### src/rtl/mult_sweep_ctrl_if.sv
// Operand/product handshake between the sweep sequencer and the multiplier under test.
interface mult_sweep_ctrl_if #(
  parameter int W = 5
);
  logic                  mul_req;
  logic signed [W-1:0]   mul_a;
  logic signed [W-1:0]   mul_b;
  logic                  mul_ack;
  logic signed [2*W-1:0] mul_prod;

  modport master (output mul_req, mul_a, mul_b, input mul_ack, mul_prod);
  modport slave  (input mul_req, mul_a, mul_b, output mul_ack, mul_prod);
endinterface

### src/rtl/mult_sweep_ctrl.sv
// Exhaustive A-outer/B-inner operand sweep of a shared signed multiplier with
// per-pair product checking, saturating pair/error counts and handshake timeout.
module mult_sweep_ctrl #(
  parameter int W       = 5,
  parameter int LO      = -7,
  parameter int HI      = 7,
  parameter int TIMEOUT = 15
) (
  input  logic                  clk,
  input  logic                  rst,
  input  logic                  start,
  input  logic                  pause,
  mult_sweep_ctrl_if.master     mul,
  output logic                  res_valid,
  output logic signed [W-1:0]   res_a,
  output logic signed [W-1:0]   res_b,
  output logic signed [2*W-1:0] res_prod,
  output logic                  res_err,
  output logic [7:0]            err_cnt,
  output logic [7:0]            pair_cnt,
  output logic                  busy,
  output logic                  done,
  output logic                  timeout
);
  localparam int CW = (TIMEOUT < 2) ? 1 : $clog2(TIMEOUT + 1);
  localparam logic [CW-1:0] LAST_WAIT = CW'(TIMEOUT - 1);
  localparam logic signed [W-1:0] LO_V = W'(LO);
  localparam logic signed [W-1:0] HI_V = W'(HI);
  localparam logic signed [W-1:0] ONE  = W'(1);

  typedef enum logic [1:0] {S_IDLE, S_REQ, S_GAP, S_DONE} state_t;

  state_t                state, state_n;
  logic                  req, req_n;
  logic signed [W-1:0]   a, a_n, b, b_n;
  logic [CW-1:0]         wait_cnt, wait_n;
  logic                  rv_n, re_n, busy_n, done_n, to_n;
  logic signed [W-1:0]   ra_n, rb_n;
  logic signed [2*W-1:0] rp_n, ref_prod;
  logic [7:0]            ec_n, pc_n;

  assign mul.mul_req = req;
  assign mul.mul_a   = a;
  assign mul.mul_b   = b;

  // Reference product: both operands sign-extended to 2W, so the product is exact.
  always_comb begin
    ref_prod = $signed({{W{a[W-1]}}, a}) * $signed({{W{b[W-1]}}, b});
  end

  // Next state and next value of every registered output.
  always_comb begin
    state_n = state;
    req_n   = req;
    a_n     = a;
    b_n     = b;
    wait_n  = wait_cnt;
    rv_n    = 1'b0;
    re_n    = 1'b0;
    ra_n    = res_a;
    rb_n    = res_b;
    rp_n    = res_prod;
    ec_n    = err_cnt;
    pc_n    = pair_cnt;
    to_n    = timeout;
    case (state)
      S_IDLE, S_DONE: begin
        if (start) begin
          a_n     = LO_V;
          b_n     = LO_V;
          req_n   = 1'b1;
          wait_n  = '0;
          ec_n    = '0;
          pc_n    = '0;
          to_n    = 1'b0;
          state_n = S_REQ;
        end
      end
      S_REQ: begin
        // ack takes priority over a timeout expiring on the same cycle
        if (mul.mul_ack) begin
          ra_n    = a;
          rb_n    = b;
          rp_n    = mul.mul_prod;
          rv_n    = 1'b1;
          re_n    = (mul.mul_prod != ref_prod);
          if (pair_cnt != '1) pc_n = pair_cnt + 8'd1;
          if (re_n && err_cnt != '1) ec_n = err_cnt + 8'd1;
          req_n   = 1'b0;
          state_n = S_GAP;
        end else if (wait_cnt == LAST_WAIT) begin
          req_n   = 1'b0;
          to_n    = 1'b1;
          state_n = S_DONE;
        end else begin
          wait_n  = wait_cnt + CW'(1);
        end
      end
      S_GAP: begin
        if (a == HI_V && b == HI_V) begin
          state_n = S_DONE;
        end else if (!pause) begin
          if (b == HI_V) begin
            b_n = LO_V;
            a_n = a + ONE;
          end else begin
            b_n = b + ONE;
          end
          req_n   = 1'b1;
          wait_n  = '0;
          state_n = S_REQ;
        end
      end
      default: state_n = S_IDLE;
    endcase
    busy_n = (state_n == S_REQ) || (state_n == S_GAP);
    done_n = (state_n == S_DONE);
  end

  // State and output registers with synchronous reset.
  always_ff @(posedge clk) begin
    if (rst) begin
      state     <= S_IDLE;
      req       <= 1'b0;
      a         <= '0;
      b         <= '0;
      wait_cnt  <= '0;
      res_valid <= 1'b0;
      res_err   <= 1'b0;
      res_a     <= '0;
      res_b     <= '0;
      res_prod  <= '0;
      err_cnt   <= '0;
      pair_cnt  <= '0;
      busy      <= 1'b0;
      done      <= 1'b0;
      timeout   <= 1'b0;
    end else begin
      state     <= state_n;
      req       <= req_n;
      a         <= a_n;
      b         <= b_n;
      wait_cnt  <= wait_n;
      res_valid <= rv_n;
      res_err   <= re_n;
      res_a     <= ra_n;
      res_b     <= rb_n;
      res_prod  <= rp_n;
      err_cnt   <= ec_n;
      pair_cnt  <= pc_n;
      busy      <= busy_n;
      done      <= done_n;
      timeout   <= to_n;
    end
  end
endmodule

### src/flat_wrapper.sv
// flat-port wrapper written by rule: the top's interface ports become plain ports
module mult_sweep_ctrl_flat 
#(
  parameter int W       = 5,
  parameter int LO      = -7,
  parameter int HI      = 7,
  parameter int TIMEOUT = 15
)
  (clk, rst, start, pause, res_valid, res_a, res_b, res_prod, res_err, err_cnt, pair_cnt, busy, done, timeout, mul_mul_req, mul_mul_a, mul_mul_b, mul_mul_ack, mul_mul_prod);
  mult_sweep_ctrl_if #(.W(W)) mul_i ();
  input  logic clk;
  input  logic rst;
  input  logic start;
  input  logic pause;
  output logic res_valid;
  output logic signed [W-1:0] res_a;
  output logic signed [W-1:0] res_b;
  output logic signed [2*W-1:0] res_prod;
  output logic res_err;
  output logic [7:0] err_cnt;
  output logic [7:0] pair_cnt;
  output logic busy;
  output logic done;
  output logic timeout;
  output wire logic [$bits(mul_i.mul_req)-1:0] mul_mul_req;
  output wire logic [$bits(mul_i.mul_a)-1:0] mul_mul_a;
  output wire logic [$bits(mul_i.mul_b)-1:0] mul_mul_b;
  input wire logic [$bits(mul_i.mul_ack)-1:0] mul_mul_ack;
  input wire logic [$bits(mul_i.mul_prod)-1:0] mul_mul_prod;
  assign mul_mul_req = mul_i.mul_req;
  assign mul_mul_a = mul_i.mul_a;
  assign mul_mul_b = mul_i.mul_b;
  assign mul_i.mul_ack = mul_mul_ack;
  assign mul_i.mul_prod = mul_mul_prod;
  mult_sweep_ctrl #(.W(W), .LO(LO), .HI(HI), .TIMEOUT(TIMEOUT)) u_core (.clk(clk), .rst(rst), .start(start), .pause(pause), .mul(mul_i), .res_valid(res_valid), .res_a(res_a), .res_b(res_b), .res_prod(res_prod), .res_err(res_err), .err_cnt(err_cnt), .pair_cnt(pair_cnt), .busy(busy), .done(done), .timeout(timeout));
endmodule
### config.mk
export PLATFORM = sky130hd
export DESIGN_NAME = mult_sweep_ctrl_flat
export DESIGN_NICKNAME = d
export VERILOG_FILES = /design/src/rtl/mult_sweep_ctrl_if.sv /design/src/rtl/mult_sweep_ctrl.sv /design/src/flat_wrapper.sv
export SDC_FILE = /design/constraint.sdc
export NUM_CORES = 1
export LEC_CHECK = 0
export ABC_CLOCK_PERIOD_IN_PS = 7800
export CORE_MARGIN = 2
export CORE_UTILIZATION = 45
export CTS_CLUSTER_SIZE = 28
export DETAILED_ROUTE_END_ITERATION = 8
export PLACE_DENSITY = 0.73
export SLEW_MARGIN = 20
export SYNTH_ARGS = -nofsm -noshare
export SYNTH_HDL_FRONTEND = slang
export SYNTH_SLANG_ARGS = --single-unit
### constraint.sdc
create_clock -name clk -period 7.8 [get_ports clk]
set_input_delay 2.34 -clock clk [delete_from_list [all_inputs] [get_ports clk]]
set_output_delay 2.34 -clock clk [all_outputs]
set_load 0.005 [all_outputs]
# After elaboration in Yosys (flattened, before gate mapping)
# Index checks and enable logic that the tools add are counted.
[totals]
regBits = 58
inputBits = 15
output_inout_bits = 52
wordCells = 102
[op_classes]
addsub = 5
multipliers = 1
eq_ne = 23
muxes = 39
bitwise_logic = 2
n_reduce_logical = 17
[ops]
columns = ["cell", "n"]
rows = [
  ["2-to-1 mux 8 bit", 5],
  ["2-to-1 mux 5 bit", 7],
  ["case mux 8 bit (2 select lines)", 2],
  ["2-to-1 mux 4 bit", 5],
  ["case mux 5 bit (2 select lines)", 2],
  ["AND reduction 4 bit", 5],
  ["adder 8 x 1 -> 8 bit, second input constant", 2],
  ["!= test 8 bit, second input constant", 2],
  ["!= test 2 bit, second input constant", 6],
  ["case mux 4 bit (3 select lines)", 1],
  ["adder 5 x 2 -> 5 bit, second input constant", 2],
  ["== test 5 x 4 -> 1 bit, second input constant", 2],
  ["multiplier 5 x 5 -> 10 bit", 1],
  ["2-to-1 mux 2 bit", 5],
  ["!= test 10 bit", 1],
  ["AND reduction 5 bit", 2],
  ["2-to-1 mux 1 bit", 9],
  ["== test 2 bit, second input constant", 4],
  ["!= test 2 x 1 -> 1 bit, second input constant", 4],
  ["case mux 2 bit (3 select lines)", 1],
  ["adder 4 x 1 -> 4 bit, second input constant", 1],
  ["== test 2 x 1 -> 1 bit, second input constant", 2],
  ["== test 4 bit, second input constant", 1],
  ["nonzero test 2 bit", 2],
  ["other kinds (10)", 13],
]

# Longest topological paths before layout
[depth]
depth_word = 6
ltp_mapped = 17
depth_no_buf = 16

# Worst setup path before layout
# No wires, ideal clock.
[synth_timing]
kind = "reg2reg"
from = "reg u_core.b[2] (netlist: u_core.mul.mul_b[2])"
to = "reg u_core.err_cnt[7]"
setup_ns = 0.071
t_arrival_ns = 4.374
required_ns = 7.729
path_slack_ns = 3.355
path_stages_with_launch = 16
path_buffers = 1
period_less_slack_ns = 4.445
cell_sequence = "dfxtp_1 -> clkbuf_1 -> nand2_1 -> fa_1 -> fa_1 -> inv_1 -> fa_1 -> inv_1 -> fa_1 -> nand2b_1 -> a211oi_1 -> or3_4 -> a2111oi_4 -> a31o_4 -> or4_1 -> a21oi_1"
[synth_via]
elab_chain_len = 5
[synth_lines]
columns = ["element", "line", "text"]
rows = [
  ["from (decl)", "mult_sweep_ctrl.sv:35", "logic signed [W-1:0] a, a_n, b, b_n;"],
  ["from (signal assigned)", "mult_sweep_ctrl.sv:142", "b <= b_n;"],
  ["multiplier 5 x 5 -> 10 bit", "mult_sweep_ctrl.sv:48", "ref_prod = $signed({{W{a[W-1]}}, a}) * $signed({{W{b[W-1]}}, b});"],
  ["!= test 10 bit", "mult_sweep_ctrl.sv:86", "re_n = (mul.mul_prod != ref_prod);"],
  ["logical AND 1 bit", "mult_sweep_ctrl.sv:88", "if (re_n && err_cnt != '1) ec_n = err_cnt + 8'd1;"],
  ["!= test 2 x 1 -> 1 bit (no source line)", "-", ""],
  ["AND reduction 4 bit (no source line)", "-", ""],
  ["to (signal assigned)", "mult_sweep_ctrl.sv:149", "err_cnt <= ec_n;"],
  ["to (decl)", "mult_sweep_ctrl.sv:19", "output logic [7:0] err_cnt,"],
]
# Every way passes these cells.
# A chain may end at the register's enable or synchronous reset.

# Worst setup path after layout
[layout_timing]
from = "reg u_core.b[2] (netlist: u_core.mul.mul_b[2])"
to = "reg u_core.err_cnt[6]"
# Same word-level chain as after synthesis.

==> impl_metrics.ini <==
[routing]
drt-initial-drc-count = 120
vias_per_cell = 5.37
ant_nets = 0
drt_pass1_iterations = 5
drc = 0
wl_um = 8640
vias = 3208
wl_per_cell_um = 14.5

[setup_path]
cp-end-kind = flop
rr_startpoint = u_core.mul.mul_b[2]
cp-startpoint = u_core.mul.mul_b[2]
crit_arrival_ns = 5.05
cp-start-kind = flop
cp_max_fo = 14
crit_type = reg -> reg
crit_required_ns = 8.08

[sta]
period_share = 0.612
clock_skew_ns = 0.00699
hold_violations = 0
slew_viol_final = 0
fin_ws_ns = 3.03
timing.final.crit_period_ns = 4.77
tns_ns = 0
max_freq_mhz = 209
tightest_slew_ns = 0.738
finalSetupViolCount = 0
relSlewSlack = 0.505
rsz0062_at_grt = no

[synth]
synth_area_per_cell_um2 = 8.37
netlist_instances = 435
synth_commonest_cells = nand2_1 (70), dfxtp_1 (58), a21oi_1 (42), nor2_1 (36), inv_1 (27)
netlist.area_leader.share = 0.319
yosysMostFrequentCell = nand2_1
synth_edf_count = 0
synth_area_leaders = dfxtp_1 (32%), fa_1 (9.3%), ha_1 (8.2%)
ys_ff_latch = 58
syn-cell-area_um2 = 3640
synth_warnings = 0
synth_fp_nets = 491
synthArstFlopShare = 0
dominantRegCellSynth = dfxtp_1
ys_types = 52
yosys.area.top_type = dfxtp_1
seq_area_frac_synth = 0.319

[power]
power_per_cell_area_nw_per_um2 = 198
ir_worst_vdd_mv = 0.108
p_leak_nw = 1.80
finalPower_uw = 906

[floorplan]
start_util = 0.469
dieArea_um2 = 8830
die_w_um = 94.0
rows = 32
core_um2 = 7770
boundaryPins = 67
die_height_um = 94.0

[clock_network]
cts_buffers = 9
cts_resized = 0
tritoncts = yes
path_clk_slew_ns = 0.07
post-cts-setup-buffers = 0
cts-root-buf = clkbuf_8
insertion_delay_ns = 0.34
h-tree-depth = 3
cts.path.max_buffers = 2
ctsHoldBuffers = 0
cts_sinks = 58

[global_route]
grt.busiest_layer = met2
grt.met2_usage = 0.313
grt_max_degree = 47
grt_use_met3 = 0.0401
met1_usage = 0.285
grt_pass1_vias = 2976
grt_first_pass_wirelength_um = 14100
overflow = 0
grt_usage = 0.205
grt_antenna_before_repair = 0

[layout]
drive_gt1_frac = 0.0566
diodes = 0
fin_util = 0.588
nets = 546
area.growth.synth_to_final_pct = 25.4

[hold_path]
hp-class = reg -> reg
hold_start = u_core.res_prod[5]

[placed_design]
place_congestion = 0.844
dp_hpwl_um = 6140
post-place-ws_ns = 2.85
port_buffers = 66

[job]
maxCapViolations = 0

[status]
status = completed
-- final timing paths --
check / to / slack (ns) / depth (start not counted)
min: u_core.res_prod[5] / 0.45 / 2
max reg2reg: u_core.err_cnt[6] / 3.03 / 14
max: u_core.err_cnt[6] / 3.03 / 14
min reg2reg: u_core.res_prod[5] / 0.45 / 2
-- critical path, stage by stage (launching register included) --
cell and delay (ns):
dfxtp_1 0.64, nand2_1 0.13, fa_1 0.48, fa_1 0.55, inv_1 0.06, fa_1 0.55, inv_1 0.07, fa_1 0.44
nand2b_1 0.19, a211oi_1 0.28, o21ai_0 0.22, a2111oi_4 0.53, a31oi_2 0.23, nand4_1 0.16, mux2i_1 0.17
-- metal layers --
| layer | part of all wire | vias up |
|---|---|---|
| met3 | 0.063 | 12 |
| li1 | - | 1589 |
| met2 | 0.45 | 98 |
| met1 | 0.47 | 1509 |
| met5 | 0 | - |
| met4 | 0.020 | 0 |
-- per-stage QoR --
stage	std cells	hold WS [ns]	cell area, µm²
3_3_place_gp	581	0.441	4350
2_1_floorplan	435	0.453	3640
5_1_grt	597	0.480	4570
3_5_place_dp	581	0.446	4350
4_1_cts	597	0.455	4570
6_report	597	0.454	4570
-- registers in the layout, indices dropped and copies added, names as in the netlist --
| signal | count |
|---|---|
| u_core.timeout | 1 |
| u_core.pair_cnt | 8 |
| u_core.mul.mul_b | 5 |
| u_core.done | 1 |
| u_core.wait_cnt | 4 |
| u_core.mul.mul_a | 5 |
| u_core.res_valid | 1 |
| u_core.res_prod | 10 |
| u_core.err_cnt | 8 |
| u_core.state | 2 |
| u_core.res_b | 5 |
| u_core.mul.mul_req | 1 |
| u_core.busy | 1 |
| u_core.res_a | 5 |
| u_core.res_err | 1 |
-- cells in the final DEF (no fill, tap or decap), drive strengths merged, types with 2 or more instances in the layout --
master,synthesis,layout
bufinv,0,2
a22oi,5,5
o21ai,14,14
nor3b,2,2
nor3,5,5
clkinv,0,2
and2,15,15
fa,17,17
clkdlybuf4s50,0,66
xnor3,2,2
dfxtp,58,58
mux2i,4,4
a21oi,42,42
a211oi,4,4
nand2b,5,5
nor2b,5,5
nand3,8,8
a2111oi,2,2
nand2,70,70
xor2,8,8
clkbuf,21,11
nand4,10,10
inv,27,27
a31o,4,4
ha,24,24
a31oi,4,4
xnor2,11,11
nor2,36,36
or3,5,5
and3,7,7
a21o,3,3
-- logic make-up after synthesis --
family	Yosys count	share of synthesized area
DFF	58	0.319
adders and majority gates	41	0.176
buffers and inverters	50	0.0522
and+or+nand+nor	172	0.224
xor gates and xnor gates	21	0.0601
muxes	4	0.0110
AOI/OAI and AO/OA	89	0.158
-- final cells by class --
cell class	instances	area [µm²]
Clock buffer	11	141
Clock inverter	5	77.6
Fill cell	689	3200
Inverter	27	101
Multi-Input combinational cell	327	2290
Sequential cell	58	1160
Tap cell	102	128
Timing Repair Buffer	67	668
-- report_power, final --
part | internal [mW] | switching, mW
clock | 0.187 | 0.121
combinational | 0.120 | 0.141
sequential | 0.313 | 0.0241
No activity file was read; power rests on OpenSTA's default activity.
